## config.mk

```make
export PLATFORM = sky130hd
export DESIGN_NAME = pmem_reader_flat
export DESIGN_NICKNAME = d
export VERILOG_FILES = /design/src/rtl/pmem_reader_pkg.sv /design/src/rtl/pmem_reader_if.sv /design/src/rtl/pmem_reader.sv /design/src/flat_wrapper.sv
export SDC_FILE = /design/constraint.sdc
export NUM_CORES = 1
export LEC_CHECK = 0
export BUFFER_PORTS_ARGS = -buffer_cell sky130_fd_sc_hd__buf_2
export CAP_MARGIN = 10
export CELL_PAD_IN_SITES_DETAIL_PLACEMENT = 0
export CELL_PAD_IN_SITES_GLOBAL_PLACEMENT = 1
export CORE_MARGIN = 10
export CORE_UTILIZATION = 40
export CTS_BUF_LIST = sky130_fd_sc_hd__clkbuf_8
export CTS_CLUSTER_DIAMETER = 100
export DETAILED_ROUTE_END_ITERATION = 7
export MAX_ROUTING_LAYER = met4
export PLACE_DENSITY_LB_ADDON = 0.1
export SYNTH_ARGS = -nofsm -noshare
export SYNTH_HDL_FRONTEND = slang
export SYNTH_SLANG_ARGS = --single-unit
```

## constraint.sdc

```tcl
create_clock -name clk -period 9.7 [get_ports clk]
set_clock_uncertainty 0.1 [all_clocks]
set_input_delay 1.94 -clock clk [delete_from_list [all_inputs] [get_ports clk]]
set_output_delay 1.94 -clock clk [all_outputs]
set_load 0.1 [all_outputs]
```

## src/rtl/pmem_reader_pkg.sv

```systemverilog
// Shared definitions for the pmem read-back path: FSM states, core-level
// widths and where this block's pmem controls sit in the core instruction word.
package pmem_reader_pkg;

    localparam int BW_PSUM    = 20;
    localparam int COL        = 8;
    localparam int PMEM_ADD_W = 4;

    localparam int INST_W            = 34;
    localparam int INST_PMEM_RD_BIT  = 1;
    localparam int INST_PMEM_ADD_LSB = 8;
    localparam int INST_PMEM_ADD_MSB = 11;

    typedef enum logic [2:0] {
        ST_IDLE  = 3'd0,
        ST_RD    = 3'd1,
        ST_CAP   = 3'd2,
        ST_SHIFT = 3'd3,
        ST_FIN   = 3'd4
    } state_t;

    // Overlays this block's pmem read controls onto a core instruction word,
    // used while the reader owns the pmem port.
    function automatic logic [INST_W-1:0] pmem_inst_overlay(
        input logic [INST_W-1:0]     inst,
        input logic                  rd,
        input logic [PMEM_ADD_W-1:0] add
    );
        logic [INST_W-1:0] r;
        r = inst;
        r[INST_PMEM_RD_BIT] = rd;
        r[INST_PMEM_ADD_MSB:INST_PMEM_ADD_LSB] = add;
        return r;
    endfunction

endpackage

```

## src/rtl/pmem_reader_if.sv

```systemverilog
// Psum output stream of the pmem reader: one psum per beat with its column
// index and an end-of-range marker.
interface pmem_reader_if
    import pmem_reader_pkg::*;
#(
    parameter int bw_psum = BW_PSUM,
    parameter int col     = COL
) ();

    localparam int COL_W = (col > 1) ? $clog2(col) : 1;

    // A beat transfers on a rising clock edge where out_valid && out_ready.
    // The master holds out_data/out_col/out_last stable while out_valid is high
    // and out_ready is low; out_valid never drops without a transfer except in reset.
    logic               out_valid;
    logic               out_ready;
    logic [bw_psum-1:0] out_data;
    logic [COL_W-1:0]   out_col;
    logic               out_last;

    modport master (
        output out_valid,
        output out_data,
        output out_col,
        output out_last,
        input  out_ready
    );

    modport slave (
        input  out_valid,
        input  out_data,
        input  out_col,
        input  out_last,
        output out_ready
    );

endinterface

```

## src/rtl/pmem_reader.sv

```systemverilog
// Reads a programmable range of psum rows out of pmem and serialises each row
// onto a valid/ready stream, column 0 first. All outputs come straight from flops.
module pmem_reader
    import pmem_reader_pkg::*;
#(
    parameter int bw_psum = BW_PSUM,
    parameter int col     = COL,
    parameter int add_w   = PMEM_ADD_W
) (
    input  logic                   clk,
    input  logic                   reset,
    input  logic                   start,
    input  logic [add_w-1:0]       base_add,
    input  logic [add_w:0]         len,
    output logic                   pmem_rd,
    output logic [add_w-1:0]       pmem_add,
    input  logic [col*bw_psum-1:0] pmem_out,
    pmem_reader_if.master          strm,
    output logic                   busy,
    output logic                   done,
    output state_t                 state_dbg
);

    localparam int               COL_W    = (col > 1) ? $clog2(col) : 1;
    localparam logic [COL_W-1:0] COL_LAST = COL_W'(col - 1);
    localparam logic [COL_W-1:0] COL_ONE  = COL_W'(1);
    localparam logic [add_w:0]   ROW_ONE  = (add_w + 1)'(1);

    state_t                 state_q, state_d;
    logic [add_w:0]         row_q, row_d;
    logic [COL_W-1:0]       c_q, c_d;
    logic [add_w-1:0]       base_q, base_d;
    logic [add_w:0]         len_q, len_d;
    logic [col*bw_psum-1:0] row_buf_q, row_buf_d;

    logic                   pmem_rd_q, pmem_rd_d;
    logic [add_w-1:0]       pmem_add_q, pmem_add_d;
    logic                   out_valid_q, out_valid_d;
    logic [bw_psum-1:0]     out_data_q, out_data_d;
    logic [COL_W-1:0]       out_col_q, out_col_d;
    logic                   out_last_q, out_last_d;
    logic                   busy_q, busy_d;
    logic                   done_q, done_d;

    always_ff @(posedge clk or posedge reset) begin
        if (reset) begin
            state_q     <= ST_IDLE;
            row_q       <= '0;
            c_q         <= '0;
            base_q      <= '0;
            len_q       <= '0;
            row_buf_q   <= '0;
            pmem_rd_q   <= 1'b0;
            pmem_add_q  <= '0;
            out_valid_q <= 1'b0;
            out_data_q  <= '0;
            out_col_q   <= '0;
            out_last_q  <= 1'b0;
            busy_q      <= 1'b0;
            done_q      <= 1'b0;
        end else begin
            state_q     <= state_d;
            row_q       <= row_d;
            c_q         <= c_d;
            base_q      <= base_d;
            len_q       <= len_d;
            row_buf_q   <= row_buf_d;
            pmem_rd_q   <= pmem_rd_d;
            pmem_add_q  <= pmem_add_d;
            out_valid_q <= out_valid_d;
            out_data_q  <= out_data_d;
            out_col_q   <= out_col_d;
            out_last_q  <= out_last_d;
            busy_q      <= busy_d;
            done_q      <= done_d;
        end
    end

    always_comb begin
        state_d   = state_q;
        row_d     = row_q;
        c_d       = c_q;
        base_d    = base_q;
        len_d     = len_q;
        row_buf_d = row_buf_q;

        case (state_q)
            ST_IDLE: begin
                if (start) begin
                    if (len != '0) begin
                        base_d  = base_add;
                        len_d   = len;
                        row_d   = '0;
                        state_d = ST_RD;
                    end else begin
                        state_d = ST_FIN;
                    end
                end
            end
            ST_RD: begin
                state_d = ST_CAP;
            end
            ST_CAP: begin
                row_buf_d = pmem_out;
                c_d       = '0;
                state_d   = ST_SHIFT;
            end
            ST_SHIFT: begin
                // out_valid is always high in SHIFT, so ready alone marks a transfer.
                if (strm.out_ready) begin
                    if (c_q == COL_LAST) begin
                        row_d   = row_q + ROW_ONE;
                        state_d = (row_d < len_q) ? ST_RD : ST_FIN;
                    end else begin
                        c_d = c_q + COL_ONE;
                    end
                end
            end
            ST_FIN: begin
                state_d = ST_IDLE;
            end
            default: begin
                state_d = ST_IDLE;
            end
        endcase

        // Outputs are decoded from the next state so they line up with it after the edge.
        pmem_rd_d   = (state_d == ST_RD);
        pmem_add_d  = (state_d == ST_RD) ? (base_d + row_d[add_w-1:0]) : pmem_add_q;
        out_valid_d = (state_d == ST_SHIFT);
        out_data_d  = (state_d == ST_SHIFT) ? row_buf_d[int'(c_d)*bw_psum +: bw_psum] : out_data_q;
        out_col_d   = (state_d == ST_SHIFT) ? c_d : out_col_q;
        out_last_d  = (state_d == ST_SHIFT) && (c_d == COL_LAST) && (row_d == (len_d - ROW_ONE));
        busy_d      = (state_d != ST_IDLE);
        done_d      = (state_d == ST_FIN);
    end

    assign pmem_rd        = pmem_rd_q;
    assign pmem_add       = pmem_add_q;
    assign strm.out_valid = out_valid_q;
    assign strm.out_data  = out_data_q;
    assign strm.out_col   = out_col_q;
    assign strm.out_last  = out_last_q;
    assign busy           = busy_q;
    assign done           = done_q;
    assign state_dbg      = state_q;

endmodule

```

## src/flat_wrapper.sv

```systemverilog
// flat-port wrapper written by rule: the top's interface ports become plain ports
module pmem_reader_flat import pmem_reader_pkg::*;
#(
    parameter int bw_psum = BW_PSUM,
    parameter int col     = COL,
    parameter int add_w   = PMEM_ADD_W
)
  (clk, reset, start, base_add, len, pmem_rd, pmem_add, pmem_out, busy, done, state_dbg, strm_out_valid, strm_out_data, strm_out_col, strm_out_last, strm_out_ready);
  pmem_reader_if #(.bw_psum(bw_psum), .col(col)) strm_i ();
  input  logic clk;
  input  logic reset;
  input  logic start;
  input  logic [add_w-1:0] base_add;
  input  logic [add_w:0] len;
  output logic pmem_rd;
  output logic [add_w-1:0] pmem_add;
  input  logic [col*bw_psum-1:0] pmem_out;
  output logic busy;
  output logic done;
  output state_t state_dbg;
  output wire logic [$bits(strm_i.out_valid)-1:0] strm_out_valid;
  output wire logic [$bits(strm_i.out_data)-1:0] strm_out_data;
  output wire logic [$bits(strm_i.out_col)-1:0] strm_out_col;
  output wire logic [$bits(strm_i.out_last)-1:0] strm_out_last;
  input wire logic [$bits(strm_i.out_ready)-1:0] strm_out_ready;
  assign strm_out_valid = strm_i.out_valid;
  assign strm_out_data = strm_i.out_data;
  assign strm_out_col = strm_i.out_col;
  assign strm_out_last = strm_i.out_last;
  assign strm_i.out_ready = strm_out_ready;
  pmem_reader #(.bw_psum(bw_psum), .col(col), .add_w(add_w)) u_core (.clk(clk), .reset(reset), .start(start), .base_add(base_add), .len(len), .pmem_rd(pmem_rd), .pmem_add(pmem_add), .pmem_out(pmem_out), .strm(strm_i), .busy(busy), .done(done), .state_dbg(state_dbg));
endmodule
```

After elaboration in Yosys (flattened, before gate mapping)
Cells that the tools add are included.
{ "totals": {"word_cells": 56, "input_bits": 173, "reg_bits": 212} }
{ "classes": {"mux": 21, "n_reduce_logical": 5, "n_eq_ne": 9, "n_shift": 1, "addsub": 4, "n_mul": 1, "order_cmp": 1} }
{ "op_table": {"columns": ["cell", "n"], "rows": [
  ["160-bit 2-to-1 mux", 1],
  ["160-bit by 32-bit indexed part select with 20-bit output", 1],
  ["5-bit 2-to-1 mux", 7],
  ["3-bit 2-to-1 mux", 7],
  ["4-bit 2-to-1 mux", 3],
  ["3-bit one-hot mux with 4 select lines", 1],
  ["5-bit one-hot mux with 2 select lines", 1],
  ["3-bit by 2-bit equality test with 1-bit output, second input constant", 3],
  ["3-bit equality test, second input constant", 3],
  ["3-bit by 1-bit equality test with 1-bit output, second input constant", 2],
  ["3-bit by 3-bit multiplier with 6-bit output, second input constant", 1],
  ["3-bit one-hot mux with 2 select lines", 1],
  ["5-bit by 1-bit adder with 5-bit output, second input constant", 1],
  ["5-bit equality test", 1],
  ["5-bit less-than comparator", 1],
  ["5-bit nonzero test", 1],
  ["5-bit by 1-bit subtractor with 5-bit output, second input constant", 1],
  ["4-bit adder", 1],
  ["3-bit by 1-bit adder with 3-bit output, second input constant", 1],
  ["3-bit logical NOT", 1],
  ["3-bit nonzero test", 1],
  ["1-bit logical AND", 2]
]} }

Longest topological paths before layout
Gate-level depths: netlist (run 1).
{ "logic_depth": {"ltp_word": 9, "depth_mapped": 12, "mapped_depth_nobuf": 12} }

Worst setup path after synthesis (run 1)
OpenSTA, ideal clock, no wires.
{ "synth_path": {"kind": "in2reg", "start": "in len[1]", "end": "reg u_core.pmem_add_q[3] (netlist: u_core.pmem_add[3])", "arrival_time_ns": 4.097, "setup_ns": 0.126, "stages": 10, "n_path_buf": 1, "slack_ns": 5.377, "path_cell_list": "or4_4 -> o21ai_2 -> buf_2 -> a31o_2 -> ha_1 -> a21o_1 -> a21oi_1 -> xor2_1 -> xnor2_1 -> mux2_2"} }
{ "synth_between": {"elab_chain_len": 5, "elab_cells_between_ends": 12, "classes_between": "add/sub (1); eq/ne (1); mux (9); reduce/logical (1)"} }
{ "synth_lines": {"columns": ["element", "line", "source"], "rows": [
  ["start: declaration", "flat_wrapper.sv:14", "input logic [add_w:0] len;"],
  ["5-bit nonzero test", "pmem_reader.sv:90", "if (len != '0) begin"],
  ["5-bit 2-to-1 mux", "pmem_reader.sv:90", null],
  ["5-bit 2-to-1 mux", "pmem_reader.sv:89", "if (start) begin"],
  ["5-bit one-hot mux with 2 select lines", "pmem_reader.sv:87", "case (state_q)"],
  ["named net u_core.row_d[1]", "pmem_reader.sv:30", "logic [add_w:0] row_q, row_d;"],
  ["4-bit adder", "pmem_reader.sv:129", "pmem_add_d = (state_d == ST_RD) ? (base_d + row_d[add_w-1:0]) : pmem_add_q;"],
  ["end signal: assignment", "pmem_reader.sv:69", "pmem_add_q <= pmem_add_d;"],
  ["end: declaration", "pmem_reader.sv:37", "logic [add_w-1:0] pmem_add_q, pmem_add_d;"]
]} }
The timed path passes the listed nets, and every way through them passes these cells.
A chain may end at the register's enable or synchronous reset.

Worst setup path after layout (run 1)
{ "layout_path": {"start": "in strm_out_ready", "end": "reg u_core.out_data_q[8] (netlist: u_core.strm.out_data[8])"} }
{ "layout_between": {"elab_chain_len": 4, "elab_cells_between_ends": 7, "classes_between": "mul (1); eq/ne (1); shift (1); mux (4)"} }
{ "layout_lines": {"columns": ["element", "line", "source"], "rows": [
  ["start: declaration", "flat_wrapper.sv:25", "input wire logic [$bits(strm_i.out_ready)-1:0] strm_out_ready;"],
  ["3-bit 2-to-1 mux", "pmem_reader.sv:110", "if (strm.out_ready) begin"],
  ["3-bit one-hot mux with 2 select lines", "pmem_reader.sv:87", null],
  ["3-bit by 3-bit multiplier with 6-bit output", "pmem_reader.sv:131", "out_data_d = (state_d == ST_SHIFT) ? row_buf_d[int'(c_d)*bw_psum +: bw_psum] : out_data_q;"],
  ["160-bit by 32-bit indexed part select with 20-bit output", "pmem_reader.sv:131", null],
  ["end signal: assignment", "pmem_reader.sv:71", "out_data_q <= out_data_d;"],
  ["end: declaration", "pmem_reader.sv:39", "logic [bw_psum-1:0] out_data_q, out_data_d;"]
]} }
Parallel ways exist; a longest one is shown, timed or not.

==> results.cfg, run 1 <==
[sta]
min_period_over_period = 0.458
setup_tns_ns = 0
finalWorstSetupSlack_ns = 5.26
setup_viol = 0
slew_headroom = 0.322
tightest_slew_ns = 1.02
fmax_ghz = 0.225
rsz0062_at_grt = no
min_period_ns = 4.44
drv_slew = 0
hold_ws_ns = 0.367
final-hold-violation-count = 0

[floorplanning]
rows = 57
initial_core_util = 0.406
fp.dieH_um = 177
core-area_um2 = 24300
ios = 208
fp.dieW_um = 177
die_area_um2 = 31400

[synth]
syn_area_um2 = 9870
synth_top_area_cell = dfrtp_1
synth_cell_types = 58
yosysWarnings = 0
synth_flop_cell = dfrtp_1
postSynthCellCount = 1102
synth-seq-area-share = 0.538
synthArstFlopShare = 1.00
yosys_register_bits = 212
synth_top_area_share = 0.538
synth_area_leaders = dfrtp_1 54%, nand2_1 22%, mux4_2 4.6%
synth-edff-count = 0
syn_avg_cell_area_um2 = 8.95
syn_nets = 1286

[run]
maxCapViolCount = 0

[cts]
numClockSinks = 212
cts_root_buffer = clkbuf_8
numCtsBuffers = 38
cts_resized = 0
clkLatencyLatePin_ns = 0.53
clkTransAtPathRegs_ns = 0.06
cts-hold-fix-buffers = 0
cts_buffer_depth = 3
htree_num_levels = 2
post_cts_buffers = 0
cts_tree = done

[final_layout]
fin_nets = 1477
drive_gt1_frac = 0.235
layout.cells.non_filler = 1642
mostFrequentLayoutCells = 581 x nand2_1, 212 x dfrtp_1, 207 x buf_2
area_growth_pct = 19.9
final_common_cell = nand2_1

[critical_path]
slowest_delay_ns = 0.58
arrival_ns = 4.73
critPathLaunchType = input port
crit_required_ns = 9.99
worstSetupEndpointType = flop
slowest_stage = buf_4
crit_type = input port to flop
cp_cell_sequence = buf_2 -> a21boi_1 -> mux2_2 -> a22oi_4 -> buf_4 -> inv_4 -> mux4_2 -> a211oi_1 -> nor4_1
critPathMaxFanout = 55
reg2reg_slack_ns = 5.89

[route]
antenna_left = 0
routed_via_density = 4.95
wl_per_cell_um = 17.7
drc = 0
route.vias.total = 8123
drt-total-wl_mm = 29.0
drt_pre_antenna_iters = 4
drt_iter0_drc = 628

[place]
hpwl_mm = 18.9
dp_cells = 1577
gp_congestion = 0.797
dp_slack_ns = 4.73
numPortBuffers = 207

[global_routing]
grt-ovfl-total = 0
grt_pass1_wl_mm = 46.1
grt_usage = 0.188
antenna_found_initial = 1
grt_max_degree = 136
grt-busiest-layer = met2
grt_use_met3 = 0.0382
grt_use_met2 = 0.289
grt_pass1_vias = 8540
met1_usage = 0.247

[run_status]
outcome = finished clean

[power]
leakage_uw = 0.00628
peakVddDrop_v = 0.000318
p_per_area_nw_per_um2 = 414

[hold_path]
hold_class = flop to flop
Yosys cell counts, types with 2 or more instances:
master and number:
mux2i_1 2, a21o_1 2, nor4_1 20, o21ai_0 11, xor2_1 4, nand2b_1 3, a31oi_1 2, xnor2_1 9
mux4_2 20, buf_1 8, a22oi_1 3, or3_1 3, inv_1 14, a21boi_0 2, buf_2 12, a211oi_1 18
buf_6 4, clkbuf_1 39, a21boi_4 2, nand3_1 8, ha_1 10, a21oi_1 4, a211oi_2 4, o2bb2ai_1 2
dfrtp_1 212, o22ai_1 20, nor2_1 8, and3_1 41, mux2_2 5, nand2_1 582
final timing paths:
check,startpoint,end,depth (start not counted)
setup / recovery,strm_out_ready,u_core.strm.out_data[8],9
hold / removal,u_core.row_buf_q[10],u_core.row_buf_q[10],2
setup reg to reg,u_core.state_dbg[1],u_core.strm.out_data[11],8
hold reg to reg,u_core.row_buf_q[10],u_core.row_buf_q[10],2
max in group asynchronous,reset,u_core.row_buf_q[59],3
min in group asynchronous,reset,u_core.row_buf_q[113],2
state kept, by name (all words and copies together) (netlist names):
| name | count |
|---|---|
| u_core.len_q | 5 |
| u_core.row_q | 5 |
| u_core.pmem_add | 4 |
| u_core.strm.out_valid | 1 |
| u_core.strm.out_col | 3 |
| u_core.strm.out_last | 1 |
| u_core.c_q | 3 |
| u_core.strm.out_data | 20 |
| u_core.row_buf_q | 160 |
| u_core.busy | 1 |
| u_core.base_q | 4 |
| u_core.pmem_rd | 1 |
| u_core.done | 1 |
| u_core.state_dbg | 3 |
kinds of logic after synthesis:
group / after synthesis / share of synthesized area
AO/OA/AOI/OAI: 82 / 0.0636
XOR/XNOR: 13 / 0.0115
adder cells (fa/ha/maj): 11 / 0.0147
buffers and inverters: 79 / 0.0352
flip-flops: 212 / 0.538
multiplexers: 28 / 0.0549
AND/OR/NAND/NOR: 677 / 0.282
where the power goes:
group,internal (µW),total (µW),switching [µW]
sequential,1330,1590,259
clock,415,775,359
combinational,841,2530,1690
total,2590,4900,2300
through the flow:
step	power, µW	util	cell area [µm²]
floorplan	3550	-	9870
global placement	4130	0.458	11100
detailed placement	4170	0.458	11100
CTS	4960	0.486	11800
global route	5300	0.487	11800
finish	4900	0.487	11800
final cells by class:
type	instances	area (µm²)
Antenna cell	1	2.50
Clock buffer	45	619
Clock inverter	19	71.3
Fill cell	2446	12500
Inverter	15	66.3
Multi-Input combinational cell	811	4270
Sequential cell	212	5310
Tap cell	324	405
Timing Repair Buffer	215	1100
layer usage:
metal	share of wire	vias to the layer above	routed length, µm
met4	0.017	0	505
li1	-	3990	-
met1	0.46	3878	13400
met3	0.052	44	1510
met2	0.47	211	13600
met5	0	-	0
critical path: cells and delay by family:
| family | cells | cell delay, ns |
|---|---|---|
| buffers and inverters | 3 | 1.14 |
| multiplexers | 2 | 0.96 |
| AO/OA/AOI/OAI | 3 | 0.54 |
| AND/OR/NAND/NOR | 1 | 0.07 |
Note: power is estimated with default switching activity, not from simulation.
==> inputs of run 2 (changes only) <==
- clock period: 9.7 -> 4.1 ns (I/O delays scaled with it)
==> run 2 against run 1 <==
- register-to-register slack worse by 5.0 ns
- utilization is 1.3 points higher
- non-clock buffer count increased by 9
- global-route usage rose by 0.26 points
- power increased by 150%
- critical path type is now flop to flop
- critical endpoint is now u_core.pmem_add[3]
- largest cell class unchanged
- largest power group unchanged
==> results.cfg, run 2 (synthesized netlist as in run 1, its figures left out) <==
[power]
p_per_area_nw_per_um2 = 992
p_sw_uw = 5540
pwr-share-comb = 0.513
clockPowerShare = 0.175
swShare = 0.459
leakage_uw = 0.00642
p_int_uw = 6510
peakVddDrop_v = 0.000561
seqPwrFrac = 0.312

[cts]
post_cts_buffers = 0
numClockSinks = 212
cts-hold-fix-buffers = 0
clkTransAtPathRegs_ns = 0.06
cts_resized = 0
cts_root_buffer = clkbuf_8
cts_buffer_depth = 3
htree_num_levels = 2
cts_tree = done
numCtsBuffers = 40
clkLatencyLatePin_ns = 0.54

[route]
drt-total-wl_mm = 29.1
route.vias.total = 8166
antenna_left = 0
wl_per_cell_um = 17.5
routed_via_density = 4.92
drc = 0
drt_iter0_drc = 628
drt_pre_antenna_iters = 5

[final_layout]
area_growth_pct = 23.1
final_util = 0.499
regMostFlops = u_core.row_buf_q
fill_cells = 2415
mostFrequentLayoutCells = 581 x nand2_1, 212 x dfrtp_1, 207 x buf_2
final_common_cell = nand2_1
drive_gt1_frac = 0.249
largest_reg_flops = 160
fin_nets = 1488

[floorplanning]
fp.dieW_um = 177
ios = 208
initial_core_util = 0.406
core-area_um2 = 24300
die_area_um2 = 31400
rows = 57
fp.dieH_um = 177

[run]
maxCapViolCount = 0

[sta]
setup_tns_ns = 0
slew_headroom = 0.308
min_period_over_period = 0.774
drv_slew = 0
min_period_ns = 3.17
final-hold-violation-count = 0
fmax_ghz = 0.315
rsz0062_at_grt = no
setup_viol = 0
tightest_slew_ns = 1.04

[critical_path]
critPathLaunchType = flop
crit_required_ns = 4.41
critPathMaxFanout = 11
arrival_ns = 3.48
worstSetupEndpointType = flop
crit_type = flop to flop

[global_routing]
grt_pass1_wl_mm = 46.7
grt_usage = 0.190
grt_max_degree = 87
antenna_found_initial = 1
grt_pass1_vias = 8553
grt-ovfl-total = 0

[place]
numPortBuffers = 207
hpwl_mm = 19.5
gp_congestion = 0.855

[run_status]
outcome = finished clean

[hold_path]
hold_class = input port to asynchronous set/reset pin
-- run 2: cell count changes in the layout (fill, tap and decap cells not counted), sizes merged --
cell | previous run | this run
clkbuf | 45 | 53
inv | 34 | 28
clkinv | 0 | 4
bufinv | 0 | 1
clkinvlp | 0 | 1
buf | 215 | 224
-- run 2: routing by layer --
layer,track usage,wire (µm),share of wire,up-vias
met5,-,0,0,-
met4,0.0497,439,0.015,0
met3,0.0435,1650,0.057,36
met2,0.291,13600,0.47,209
met1,0.250,13400,0.46,3909
li1,-,-,-,4012
-- run 2: power by group through the flow --
stage | Clock [µW] | Combinational, µW | Sequential [µW]
after floorplan | 0 | 3730 | 4660
after global placement | 0 | 6190 | 3770
after detailed placement | 0 | 6260 | 3780
after CTS | 2190 | 6270 | 3760
after global routing | 2290 | 6880 | 3880
final | 2110 | 6180 | 3760
-- run 2: cell type report --
type / count / area [µm²] / area share
Antenna cell: 1 / 2.50 / 0.000206
Clock buffer: 53 / 729 / 0.0601
Multi-Input combinational cell: 811 / 4270 / 0.351
Tap cell: 324 / 405 / 0.0334
Timing Repair Buffer: 224 / 1260 / 0.104
Inverter: 15 / 62.6 / 0.00515
Sequential cell: 212 / 5310 / 0.437
Clock inverter: 19 / 108 / 0.00886
-- run 2: path summary, 6_finish.rpt --
path | startpoint | end | slack [ns] | cells past startpoint
max | u_core.state_dbg[0] | u_core.pmem_add[3] | 0.93 | 9
min | reset | u_core.strm.out_data[17] | 0.32 | 2
max reg2reg | u_core.state_dbg[0] | u_core.pmem_add[3] | 0.93 | 9
min reg2reg | u_core.row_buf_q[1] | u_core.row_buf_q[1] | 0.37 | 2
max in group asynchronous | reset | u_core.len_q[0] | 2.65 | 3
min in group clk | pmem_out[64] | u_core.row_buf_q[64] | 0.37 | 3
-- run 2: through the flow --
stage / total power [µW] / cells / cell area [µm²] / hold slack [ns] / setup slack, ns
3_5_place_dp: 10000 / 1586 / 11300 / 0.357 / 0.655
5_1_grt: 13000 / 1659 / 12100 / 0.334 / 0.615
3_3_place_gp: 9960 / 1586 / 11300 / 0.352 / 0.700
4_1_cts: 12200 / 1658 / 12100 / 0.319 / 0.887
6_report: 12000 / 1659 / 12100 / 0.321 / 0.925
2_1_floorplan: 8390 / 1102 / 9870 / 0.340 / 0.424
-- run 2: worst max-delay path, stage by stage, from the launching register on --
cell and delay, ns:
dfrtp_1 0.56, nor4b_4 0.65, o21ai_2 0.23, a31o_2 0.33
ha_1 0.29, a21o_1 0.17, a21oi_1 0.19, xor2_1 0.19
xnor2_1 0.08, mux2_2 0.27
